$ cat config.mk
export PLATFORM = sky130hd
export DESIGN_NAME = clk_freq_meter
export DESIGN_NICKNAME = d
export VERILOG_FILES = /design/src/rtl/clk_freq_meter.sv
export SDC_FILE = /design/constraint.sdc
export NUM_CORES = 1
export LEC_CHECK = 0
export BUFFER_PORTS_ARGS = -buffer_cell sky130_fd_sc_hd__buf_2
export CAP_MARGIN = 20
export CELL_PAD_IN_SITES_DETAIL_PLACEMENT = 1
export CELL_PAD_IN_SITES_GLOBAL_PLACEMENT = 2
export CORE_ASPECT_RATIO = 1.25
export CORE_MARGIN = 4
export CORE_UTILIZATION = 29
export CTS_BUF_LIST = sky130_fd_sc_hd__clkbuf_4 sky130_fd_sc_hd__clkbuf_8 sky130_fd_sc_hd__clkbuf_16
export CTS_CLUSTER_DIAMETER = 150
export DETAILED_ROUTE_END_ITERATION = 8
export GPL_TIMING_DRIVEN = 0
export MAX_ROUTING_LAYER = met4
export PLACE_DENSITY = 0.84
export RECOVER_POWER = 100
export SETUP_SLACK_MARGIN = 0.4
export SLEW_MARGIN = 20
export SYNTH_ARGS = -nofsm -noshare
export SYNTH_HDL_FRONTEND = slang
export SYNTH_SLANG_ARGS = --single-unit
$ cat constraint.sdc
create_clock -name core_clk -period 2 [get_ports core_clk]
set_clock_uncertainty 0.15 [all_clocks]
set_input_delay 0.4 -clock core_clk [delete_from_list [all_inputs] [get_ports core_clk]]
set_output_delay 0.4 -clock core_clk [all_outputs]
set_load 0.005 [all_outputs]
$ cat src/rtl/clk_freq_meter.sv
// clk_freq_meter: counts rising edges of an asynchronous clock over a gate window of core_clk cycles
module clk_freq_meter #(
  parameter int CNT_W = 16,
  parameter int WIN_W = 16
) (
  input  logic             core_clk,
  input  logic             resetn,
  input  logic             meas_in,
  input  logic             start,
  input  logic [WIN_W-1:0] window,
  output logic             busy,
  output logic             done,
  output logic [CNT_W-1:0] count,
  output logic             overflow
);
  typedef enum logic [1:0] {IDLE, ARM, MEASURE, DONE} state_t;
  state_t state, state_nx;
  logic [2:0] sync;
  logic [WIN_W-1:0] remaining;
  logic strobe;
  assign strobe = sync[1] & ~sync[2];
  assign busy = (state == ARM) || (state == MEASURE);
  assign done = state == DONE;
  // two-flop synchronizer plus a delay flop for rising-edge detection
  always_ff @(posedge core_clk)
    sync <= !resetn ? 3'b000 : {sync[1:0], meas_in};
  // state register
  always_ff @(posedge core_clk)
    state <= !resetn ? IDLE : state_nx;
  // next-state: a zero window skips MEASURE, the last window cycle goes to DONE
  always_comb begin
    state_nx = state;
    state_nx = state == IDLE    ? (start ? ARM : IDLE) :
               state == ARM     ? (remaining != '0 ? MEASURE : DONE) :
               state == MEASURE ? (remaining == WIN_W'(1) ? DONE : MEASURE) :
                                  IDLE;
  end
  // window countdown and saturating edge counter; results held until the next accepted start
  always_ff @(posedge core_clk) begin
    if (!resetn) begin
      remaining <= '0;
      count     <= '0;
      overflow  <= 1'b0;
    end else if (state == IDLE && start) begin
      remaining <= window;
      count     <= '0;
      overflow  <= 1'b0;
    end else if (state == MEASURE) begin
      remaining <= remaining - WIN_W'(1);
      if (strobe) begin
        if (&count) overflow <= 1'b1;
        else count <= count + CNT_W'(1);
      end
    end
  end
endmodule
=== Yosys cells after proc, flatten, opt, wreduce, memory -nomap -nowiden ===
Cells that the tools add are included.

* Register bits after elaboration: 38
* Bits in latches: 0
* Bits in writable memories: 0
* Bits in read-only memories: 0
* Input port bits: 20
* Output and inout port bits: 19
* Word-level logic and storage cells: 32
* Memories: 0

* Add/subtract/negate cells: 2
* Multiply operators: 0
* Divide/modulo/power cells: 0
* Magnitude comparators: 0
* Eq/ne operators: 4
* Shifts and indexed selects: 0
* Mux-type cells: 8
* Bitwise gates (word level): 4
* Reduce and logical (&&, ||, !) cells: 9

{| class="wikitable"
|+ Operator list
! kind !! number
|-
| $mux 16 || 2
|-
| $reduce_and 18->1 || 1
|-
| $add 16x1->16 const B || 1
|-
| $eq 16x1->1 const B || 1
|-
| $reduce_and 16->1 || 1
|-
| $reduce_bool 16->1 || 1
|-
| $sub 16x1->16 const B || 1
|-
| $mux 2 || 3
|-
| $eq 2x2->1 const B || 2
|-
| $mux 1 || 3
|-
| $not 1->1 || 3
|-
| $reduce_and 3->1 || 1
|-
| $eq 2x1->1 const B || 1
|-
| $logic_not 2->1 || 1
|-
| $reduce_bool 2->1 || 1
|-
| $reduce_or 2->1 || 1
|-
| $and 1x1->1 || 1
|-
| $logic_and 1x1->1 || 1
|-
| $logic_or 1x1->1 || 1
|}

=== Depth between registers and ports, before layout ===
Gate-level depths: netlist of the first run.

* Depth in word-level cells: 5
* Depth in mapped cells: 8

=== Least setup slack after synthesis of the first run ===
No wires, ideal clock.

* Path kind: reg2reg
* Start: register state[0]
* End: register remaining[11]
* Arrival: 1963 ps
* Required time: 1776 ps
* Slack: -187 ps
* Stages on the path, launching flop included: 9
* Buffers on the path: 2
* Cell sequence: dfxtp_1 -> inv_1 -> ha_1 -> buf_4 -> or4b_1 -> buf_2 -> or2_1 -> or4_1 -> a31oi_1

* Longest elaborated chain between the ends: 3

{| class="wikitable"
|+ RTL lines
! element !! line !! RTL
|-
| start, declared || 17 || <nowiki>state_t state, state_nx;</nowiki>
|-
| start signal, assigned || 29 || <nowiki>state <= !resetn ? IDLE : state_nx;</nowiki>
|-
| $logic_not 2->1 || 44 || <nowiki>end else if (state == IDLE && start) begin</nowiki>
|-
| $logic_and 1x1->1 || 44 ||
|-
| $mux 16 / $reduce_bool 2->1 (equally long branches) || -- ||
|-
| end signal, assigned || 45 || <nowiki>remaining <= window;</nowiki>
|-
| end signal, assigned || 49 || <nowiki>remaining <= remaining - WIN_W'(1);</nowiki>
|-
| end, declared || 19 || <nowiki>logic [WIN_W-1:0] remaining;</nowiki>
|}

Several ways; a longest one is shown, not always the timed one.
A chain may end at the register's enable or synchronous reset.

=== Worst setup path in the final report of the first run ===
* Start: register state[0]
* End: register count[8]

* Longest elaborated chain between the ends: 3

{| class="wikitable"
|+ RTL lines
! element !! line !! RTL
|-
| $logic_not 2->1 || 44 ||
|-
| $logic_and 1x1->1 || 44 ||
|-
| $reduce_or 2->1 (no source line) || -- ||
|-
| end signal, assigned || 52 || <nowiki>else count <= count + CNT_W'(1);</nowiki>
|-
| end, declared || 13 || <nowiki>output logic [CNT_W-1:0] count,</nowiki>
|}

Several ways; a longest one is shown, not always the timed one.

==> flow_summary.toml, run 1 <==
[run_status]
outcome = "complete, but fails checks"
violations = "setup timing"

[global_routing]
track_usage_pct = 15.75
grt_max_degree = 12
gr-total-overflow = 0
antenna_found_initial = 0
grt_pass1_vias = 2008
grt_pass1_wl_mm = 9.804

[final_layout]
final_cell_mix = "36 x dfxtp_1, 33 x buf_2, 18 x nand2_1"
nets = 330
antenna_cells = 0
layout.cells.most_common = "dfxtp_1"
area.growth.synth_to_final_pct = 44.80
final_area_sq_um = 2859
drive_gt1_share_pct = 36.18
finish.utilization_pct = 43.28
fillerInstances = 798

[synth]
netlist_instances = 235
ys_types = 44
synth-edff-count = 0
syn-num-nets = 262
syn_avg_cell_area_sq_um = 8.402
synthFlopType = "dfxtp_1"
ys_ff_latch = 38
netlist_area_sq_um = 1974
async_flop_share_pct = 0
yosysSeqAreaShare_pct = 38.53
yosys_warnings = 0

[clock_network]
root_buffer = "clkbuf_8"
cts-htree-levels = 2
tritoncts = "built"
clk_pin_slew_ns = 0.08
insertion_delay_ns = 0.29
cts_buffers = 5
clock-sinks = 38
clockBufferDepth = 2

[sta]
slew_viol_final = 0
finalWorstSetupSlack_ns = -0.1905
setup-violations-final = 13
relSlewSlack_pct = 64.27
rsz0062_at_grt = "yes"
fin_crit_ns = 2.191
hold_violations = 0
fmax_ghz = 0.4565
finalCritPeriodShare_pct = 109.5
worst_slew_pin_slew_ns = 0.5318

[worst_setup_path]
endpoint_kind = "flop"
cp_top_family = "simple AND/OR/NAND/NOR gates"
slowest_stage = "or4_4"
worst_ep_arrival_time_ns = 2.27
cp_max_fo = 7
cp.buffers_inverters = 6
worstPathRequired_ns = 2.08
start_kind = "flop"
critical_path_class = "reg -> reg"
critPathMostFrequentCell = "buf_6"
cp_cell_sequence = "inv_2, ha_4, buf_6, buf_4, buf_6, and3b_1, buf_6, buf_6, nand3_2, or4_4, a21oi_2"
max_stage_delay_ns = 0.52

[floorplanning]
coreArea_sq_um = 6606
initial_core_util_pct = 29.89
rows = 33
pin_count = 39
chipHeight_um = 100.3
fp.dieW_um = 81.80
dieArea_sq_um = 8200

[power]
p_per_area_nw_per_um2 = 585.3
total_power_mw = 1.673
leakagePower_nw = 1.013
ir_drop_mv = 0.2477

[drt]
dr.pass1.iters = 4
ant_nets = 0
vias_per_cell = 5.261
wirelength_mm = 6.090
wl_per_cell_um = 15.58
vias = 2057
drcViolationCount = 0
drt_iter0_drc = 18

[placed_design]
placedInstanceArea_sq_um = 2357
io_buffers = 38
place_congestion = 0.7794
dpl.hpwl_mm = 4.121

[min_path]
hp-class = "in -> reg"

[job]
maxCapViolations = 0
==> worst paths after layout <==
check,startpoint,end,slack (ns),cells after the start
hold reg to reg,sync[0],sync[1],0.29,1
setup reg to reg,state[0],count[8],-0.19,11
setup / recovery,state[0],count[8],-0.19,11
hold / removal,meas_in,sync[0],0.16,2
==> cells by family (layout without fill, tap and decap cells) <==
kind of cell	after synthesis	count (layout)	synth area share, %
xor gates and xnor gates	11	11	4.879
buffers and inverters	16	85	3.359
DFF	38	38	38.53
muxes	1	1	0.5070
AOI/OAI and AO/OA	60	60	18.57
and+or+nand+nor	102	102	29.72
adders and majority gates	7	7	4.436
==> metrics by stage <==
stage	setup TNS (ns)	hold WS [ns]	instances	setup WS, ns
detailed placement	-1.254	0.2743	360	-0.3944
CTS	-0.9015	0.1500	382	-0.2166
floorplan	-0.3004	0.2619	235	-0.1534
global placement	-1.252	0.2654	360	-0.4035
finish	-1.125	0.1614	391	-0.1905
global route	-2.692	0.1597	391	-0.2792
==> worst register-to-register path, stage by stage, from the launching register on <==
cell and delay, ns:
dfxtp_2 0.33, inv_2 0.07, ha_4 0.12, buf_6 0.09
buf_4 0.10, buf_6 0.11, and3b_1 0.17, buf_6 0.12
buf_6 0.13, nand3_2 0.09, or4_4 0.52, a21oi_2 0.14
==> state kept, by name (all words and copies together), names as in the netlist <==
signal / flops
state: 2
sync: 3
remaining: 16
count: 16
overflow: 1
==> where the power goes <==
group          internal (mW)  switching (mW)  total [mW]  leakage [nW]
registers              0.788          0.0428       0.831         0.311
logic                 0.0939           0.116       0.210         0.644
clock network          0.349           0.284       0.632        0.0575
==> Yosys cell counts, drive strengths merged (2+ instances only) <==
cell type,instances,area share (%)
a211oi,5,1.9
a21oi,20,5.1
and2,5,1.6
and3,3,0.95
and4,2,0.89
buf,3,0.89
clkbuf,7,1.3
dfxtp,38,39
ha,7,4.4
inv,5,0.95
nand2,19,3.6
nand2b,2,0.63
nand3,8,2.3
nand4,13,4.1
nor2,13,2.5
nor3,4,1.0
nor3b,2,0.76
nor4,7,2.2
nor4b,2,0.89
o211ai,2,0.76
o21ai,17,4.3
o31ai,7,2.7
o41ai,2,0.89
or2,2,0.63
or3,6,1.9
or4,10,3.8
xnor2,5,2.2
xor2,6,2.7
==> per-layer routing <==
| layer | global-route usage (%) | share of wire, % |
|---|---|---|
| met1 | 18.71 | 42 |
| met2 | 26.38 | 53 |
| met3 | 3.142 | 3.2 |
| met5 | - | 0 |
| met4 | 4.987 | 1.3 |
==> repair_timing <==
item | 4_1_cts | 5_1_grt
resized for setup | 32 | 27
pin swaps | 13 | 24
buffers inserted | 14 | 9
hold buffers | 0 | 0
endpoints found under the setup margin | 35 | 36
==> cell type report <==
| type | instances | area, sq um | share of cell area [%] |
|---|---|---|---|
| tap | 87 | 108.9 | 3.807 |
| inverter | 6 | 22.52 | 0.7877 |
| sequential | 38 | 763.2 | 26.70 |
| timing repair buffer | 61 | 400.4 | 14.00 |
| multi-input combinational | 181 | 1379 | 48.23 |
| clock buffer | 8 | 110.1 | 3.851 |
| buffer | 10 | 75.07 | 2.626 |
Power figures use the tool's default switching activity.
==> inputs of run 2 (changes only) <==
clock period = 1.8 ns   (was 2 ns; I/O delays follow)
==> run 2 against run 1 <==
- the run still ends with setup timing left
- critical endpoint is now remaining[7]
- non-clock buffer count is the same
- first-iteration DRC count increased to 2.8 times the previous value
- sequential cell count unchanged
- clock power rose by 11%
- wire length rose by 5.0%
- die area did not move
- total power grew 12%
- sequential power is 12% higher
- combinational power rose by 15%
- global-route usage is 1.0 points higher
- critical path depth is 1 lower
- via count grew 1.1%
==> flow_summary.toml, run 2 (same netlist as run 1, synthesis figures left out) <==
[run_status]
outcome = "complete, but fails checks"
violations = "setup timing"

[worst_setup_path]
worst_ep_arrival_time_ns = 2.23
endpoint_kind = "flop"
cp_max_fo = 4
start_kind = "flop"
worstPathRequired_ns = 1.83
critical_path_class = "reg -> reg"

[final_layout]
nets = 330
seq_area_sq_um = 763.2
top_regs = "count x16, remaining x16, sync x3"
fillerInstances = 811
antenna_cells = 0
area.growth.synth_to_final_pct = 49.49
layout.cells.most_common = "dfxtp_1"
final_cell_mix = "36 x dfxtp_1, 35 x buf_2, 14 x o21ai_0, 14 x buf_4"
drive_gt1_share_pct = 42.76
multi_input_area_sq_um = 1455

[drt]
ant_nets = 0
drcViolationCount = 0
wirelength_mm = 6.392
vias = 2080
wl_per_cell_um = 16.35
drt_iter0_drc = 50
dr.pass1.iters = 4
vias_per_cell = 5.320

[clock_network]
insertion_delay_ns = 0.29
tritoncts = "built"
root_buffer = "clkbuf_8"
cts-htree-levels = 2
clock-sinks = 38
cts_buffers = 5
clockBufferDepth = 2
clk_pin_slew_ns = 0.08

[floorplanning]
fp.dieW_um = 81.80
pin_count = 39
chipHeight_um = 100.3
dieArea_sq_um = 8200
initial_core_util_pct = 29.89
rows = 33
coreArea_sq_um = 6606

[global_routing]
track_usage_pct = 16.77
gr-total-overflow = 0
grt_max_degree = 12
grtUsageMet2_pct = 31.49
grt.busiest_layer = "met2"
grt_pass1_vias = 2211
grt_pass1_wl_mm = 10.46
grtUsageMet3_pct = 2.603
grt_util_met1_pct = 17.85
antenna_found_initial = 0

[sta]
relSlewSlack_pct = 64.98
fmax_ghz = 0.4556
finalCritPeriodShare_pct = 121.9
hold_violations = 0
worst_slew_pin_slew_ns = 0.5246
setup-tns-final_ns = -4.116
slew_viol_final = 0
fin_crit_ns = 2.195
rsz0062_at_grt = "yes"
finalWorstSetupSlack_ns = -0.3950
setup-violations-final = 25

[placed_design]
dpl.hpwl_mm = 4.329
pre_cts_ws_ns = -0.5727
place_congestion = 0.7805
io_buffers = 38

[power]
clkPwrFrac_pct = 37.4
ir_drop_mv = 0.2592
leakagePower_nw = 1.059
seqPwrFrac_pct = 49.7
power.switching_mw = 0.4990
p_per_area_nw_per_um2 = 633.7
intPower_mw = 1.371
switching_share_pct = 26.68
total_power_mw = 1.870
pwr-share-comb_pct = 12.9

[min_path]
hp-class = "in -> reg"

[job]
maxCapViolations = 0
-- run 2: cell count changes in the layout (fill, tap and decap cells not counted), sizes merged --
cell | before | now
clkbuf | 19 | 17
buf | 60 | 62
-- run 2: final timing paths --
kind              cells past startpoint            to     start  slack (ns)
setup reg to reg                     10  remaining[7]  state[0]       -0.39
hold / removal                        2       sync[0]   meas_in        0.12
setup / recovery                     10  remaining[7]  state[0]       -0.39
hold reg to reg                       1       sync[1]   sync[0]        0.31
-- run 2: layout make-up --
class / count / area share [%]
plain buffers: 10 / 2.967
inverters: 6 / 0.7630
repair buffers: 61 / 13.69
clock buffers: 8 / 3.730
well taps: 87 / 3.688
flip-flops and latches: 38 / 25.86
multi-input cells: 181 / 49.30
-- run 2: per-stage QoR --
step	instances	area [sq um]	hold slack [ns]	util [%]
final	391	2952	0.1220	44.68
after floorplan	235	2116	0.2619	-
after detailed placement	360	2415	0.2873	36.55
after CTS	387	2888	0.1100	43.71
after global routing	391	2952	0.1149	44.68
after global placement	360	2415	0.2705	36.55
-- run 2: repair_timing --
action,CTS,global route
endpoints found under the setup margin,38,38
gates resized for setup,51,24
endpoints found under the hold margin,0,0
cloned,1,0
buffers inserted,18,4
hold buffers,0,0
pin swaps,28,17
-- run 2: power groups by stage --
stage | sequential, mW | combinational [mW] | clock, mW
after CTS | 0.920 | 0.239 | 0.728
after detailed placement | 0.928 | 0.193 | 0
final | 0.929 | 0.241 | 0.700
after global placement | 0.925 | 0.190 | 0
after floorplan | 0.916 | 0.130 | 0
after global routing | 0.935 | 0.264 | 0.753
-- run 2: per-layer routing --
layer,wire length [um],vias to the layer above
met5,0,-
met4,68,0
met3,230,6
met2,3484,39
met1,2609,1009
li1,-,1026
-- run 2: critical path, stage by stage, from the launching register on --
cell and delay, ns:
dfxtp_2 0.33, inv_2 0.07, ha_4 0.13, buf_6 0.09
or4b_4 0.45, buf_6 0.13, buf_4 0.12, buf_6 0.12
nor4b_4 0.27, xnor2_1 0.15, a21oi_1 0.08
==> inputs of run 3 (changes only) <==
CAP_MARGIN = unset   (was 20)
RECOVER_POWER = unset   (was 100)
==> run 3 against run 2 <==
- the flow still finishes with violations (setup timing)
- critical path type unchanged
- sequential cell count is the same
- combinational power rose by 2%
- highest routed layer unchanged
- die area stayed put
- setup slack lost 0.0010 ns
==> flow_summary.toml, run 3 (same netlist as run 1, synthesis figures left out) <==
[power]
leakagePower_nw = 1.080
power.switching_mw = 0.5008
total_power_mw = 1.867
clkPwrFrac_pct = 37.5
switching_share_pct = 26.82
ir_drop_mv = 0.2593
intPower_mw = 1.366
pwr-share-comb_pct = 13.2
seqPwrFrac_pct = 49.3
p_per_area_nw_per_um2 = 621.0

[worst_setup_path]
worstPathRequired_ns = 1.86
endpoint_kind = "flop"
critPathMostFrequentCell = "buf_6"
max_stage_delay_ns = 0.45
critical_path_class = "reg -> reg"
cp_max_fo = 3
cp_cell_sequence = "inv_2, ha_4, buf_6, or4b_4, buf_6, or2_4, or4_1, a31oi_1"
slowest_stage = "or4b_4"
start_kind = "flop"
worst_ep_arrival_time_ns = 2.26

[sta]
fin_crit_ns = 2.196
finalWorstSetupSlack_ns = -0.3960
finalCritPeriodShare_pct = 122.0
holdWs_ns = 0.1198
rsz0062_at_grt = "yes"
setup-tns-final_ns = -4.027
worst_slew_pin_slew_ns = 0.5262
slew_viol_final = 0
hold_violations = 0
fmax_ghz = 0.4554
relSlewSlack_pct = 64.87
setup-violations-final = 22

[final_layout]
finish.utilization_pct = 45.51
drive_gt1_share_pct = 49.34
nets = 330
fillerInstances = 799
seq_area_sq_um = 798.3
multi_input_area_sq_um = 1473
layout.cells.most_common = "buf_2"
top_regs = "count x16, remaining x16, sync x3"
antenna_cells = 0
stdcell_count = 391
final_cell_mix = "37 x buf_2, 20 x dfxtp_1, 14 x o21ai_0, 14 x buf_4"
final_area_sq_um = 3007
area.growth.synth_to_final_pct = 52.28

[floorplanning]
initial_core_util_pct = 29.89
chipHeight_um = 100.3
fp.dieW_um = 81.80
pin_count = 39
coreArea_sq_um = 6606
rows = 33
dieArea_sq_um = 8200

[run_status]
outcome = "complete, but fails checks"
violations = "setup timing"

[global_routing]
track_usage_pct = 16.77
grt_pass1_wl_mm = 10.46
gr-total-overflow = 0
grt_pass1_vias = 2211
grt_max_degree = 12
antenna_found_initial = 0

[placed_design]
pre_cts_ws_ns = -0.5727
place_congestion = 0.7805
io_buffers = 38
dpl.hpwl_mm = 4.329
place_inst = 360
placedInstanceArea_sq_um = 2415

[drt]
ant_nets = 0
wl_per_cell_um = 16.31
vias_per_cell = 5.299
vias = 2072
drt_iter0_drc = 47
drcViolationCount = 0
wirelength_mm = 6.376
dr.pass1.iters = 4

[clock_network]
cts-htree-levels = 2
root_buffer = "clkbuf_8"
clock-sinks = 38
cts_buffers = 5
tritoncts = "built"
insertion_delay_ns = 0.29
clockBufferDepth = 2
postCtsHoldBufs = 0
clk_pin_slew_ns = 0.08

[job]
maxCapViolations = 0

[min_path]
hp-class = "in -> reg"
-- run 3: cell count changes in the layout (fill, tap and decap cells not counted), sizes merged --
cell and change:
buf +2, clkbuf -2
-- run 3: timing repair --
item,CTS,global route
resized for setup,51,24
endpoints found under the setup margin,38,38
gates cloned,1,0
pin swaps,28,17
buffers inserted,18,4
-- run 3: cell type report --
cell class / instances / area share (%)
flip-flops and latches: 38 / 26.55
multi-input cells: 181 / 48.98
plain buffers: 10 / 2.913
well taps: 87 / 3.620
clock buffers: 8 / 3.662
repair buffers: 61 / 13.52
inverters: 6 / 0.7491
-- run 3: final timing paths --
path | start | to | slack [ns] | cells after the start
max | state[0] | remaining[11] | -0.40 | 8
min | meas_in | sync[0] | 0.12 | 2
max reg2reg | state[0] | remaining[11] | -0.40 | 8
min reg2reg | sync[0] | sync[1] | 0.30 | 1
-- run 3: power by group through the flow --
stage          clock, mW  combinational, mW  sequential, mW
6_report           0.700              0.247           0.920
3_3_place_gp           0              0.190           0.925
2_1_floorplan          0              0.130           0.916
5_1_grt            0.752              0.271           0.926
3_5_place_dp           0              0.193           0.928
4_1_cts            0.728              0.239           0.920
-- run 3: routing by layer --
metal / track usage [%] / routed length, um / up-vias
met2: 31.49 / 3506 / 39
met4: 4.220 / 65 / 0
met3: 2.603 / 234 / 6
li1: - / - / 1030
met5: - / 0 / -
met1: 17.85 / 2568 / 997
-- run 3: worst max-delay path, delay by kind of cell (launching register included) --
kind | cells | cell delay [ns]
simple gates | 3 | 1.07
flops | 1 | 0.33
buf+inv | 3 | 0.29
compound gates | 1 | 0.16
fa+ha+maj | 1 | 0.13
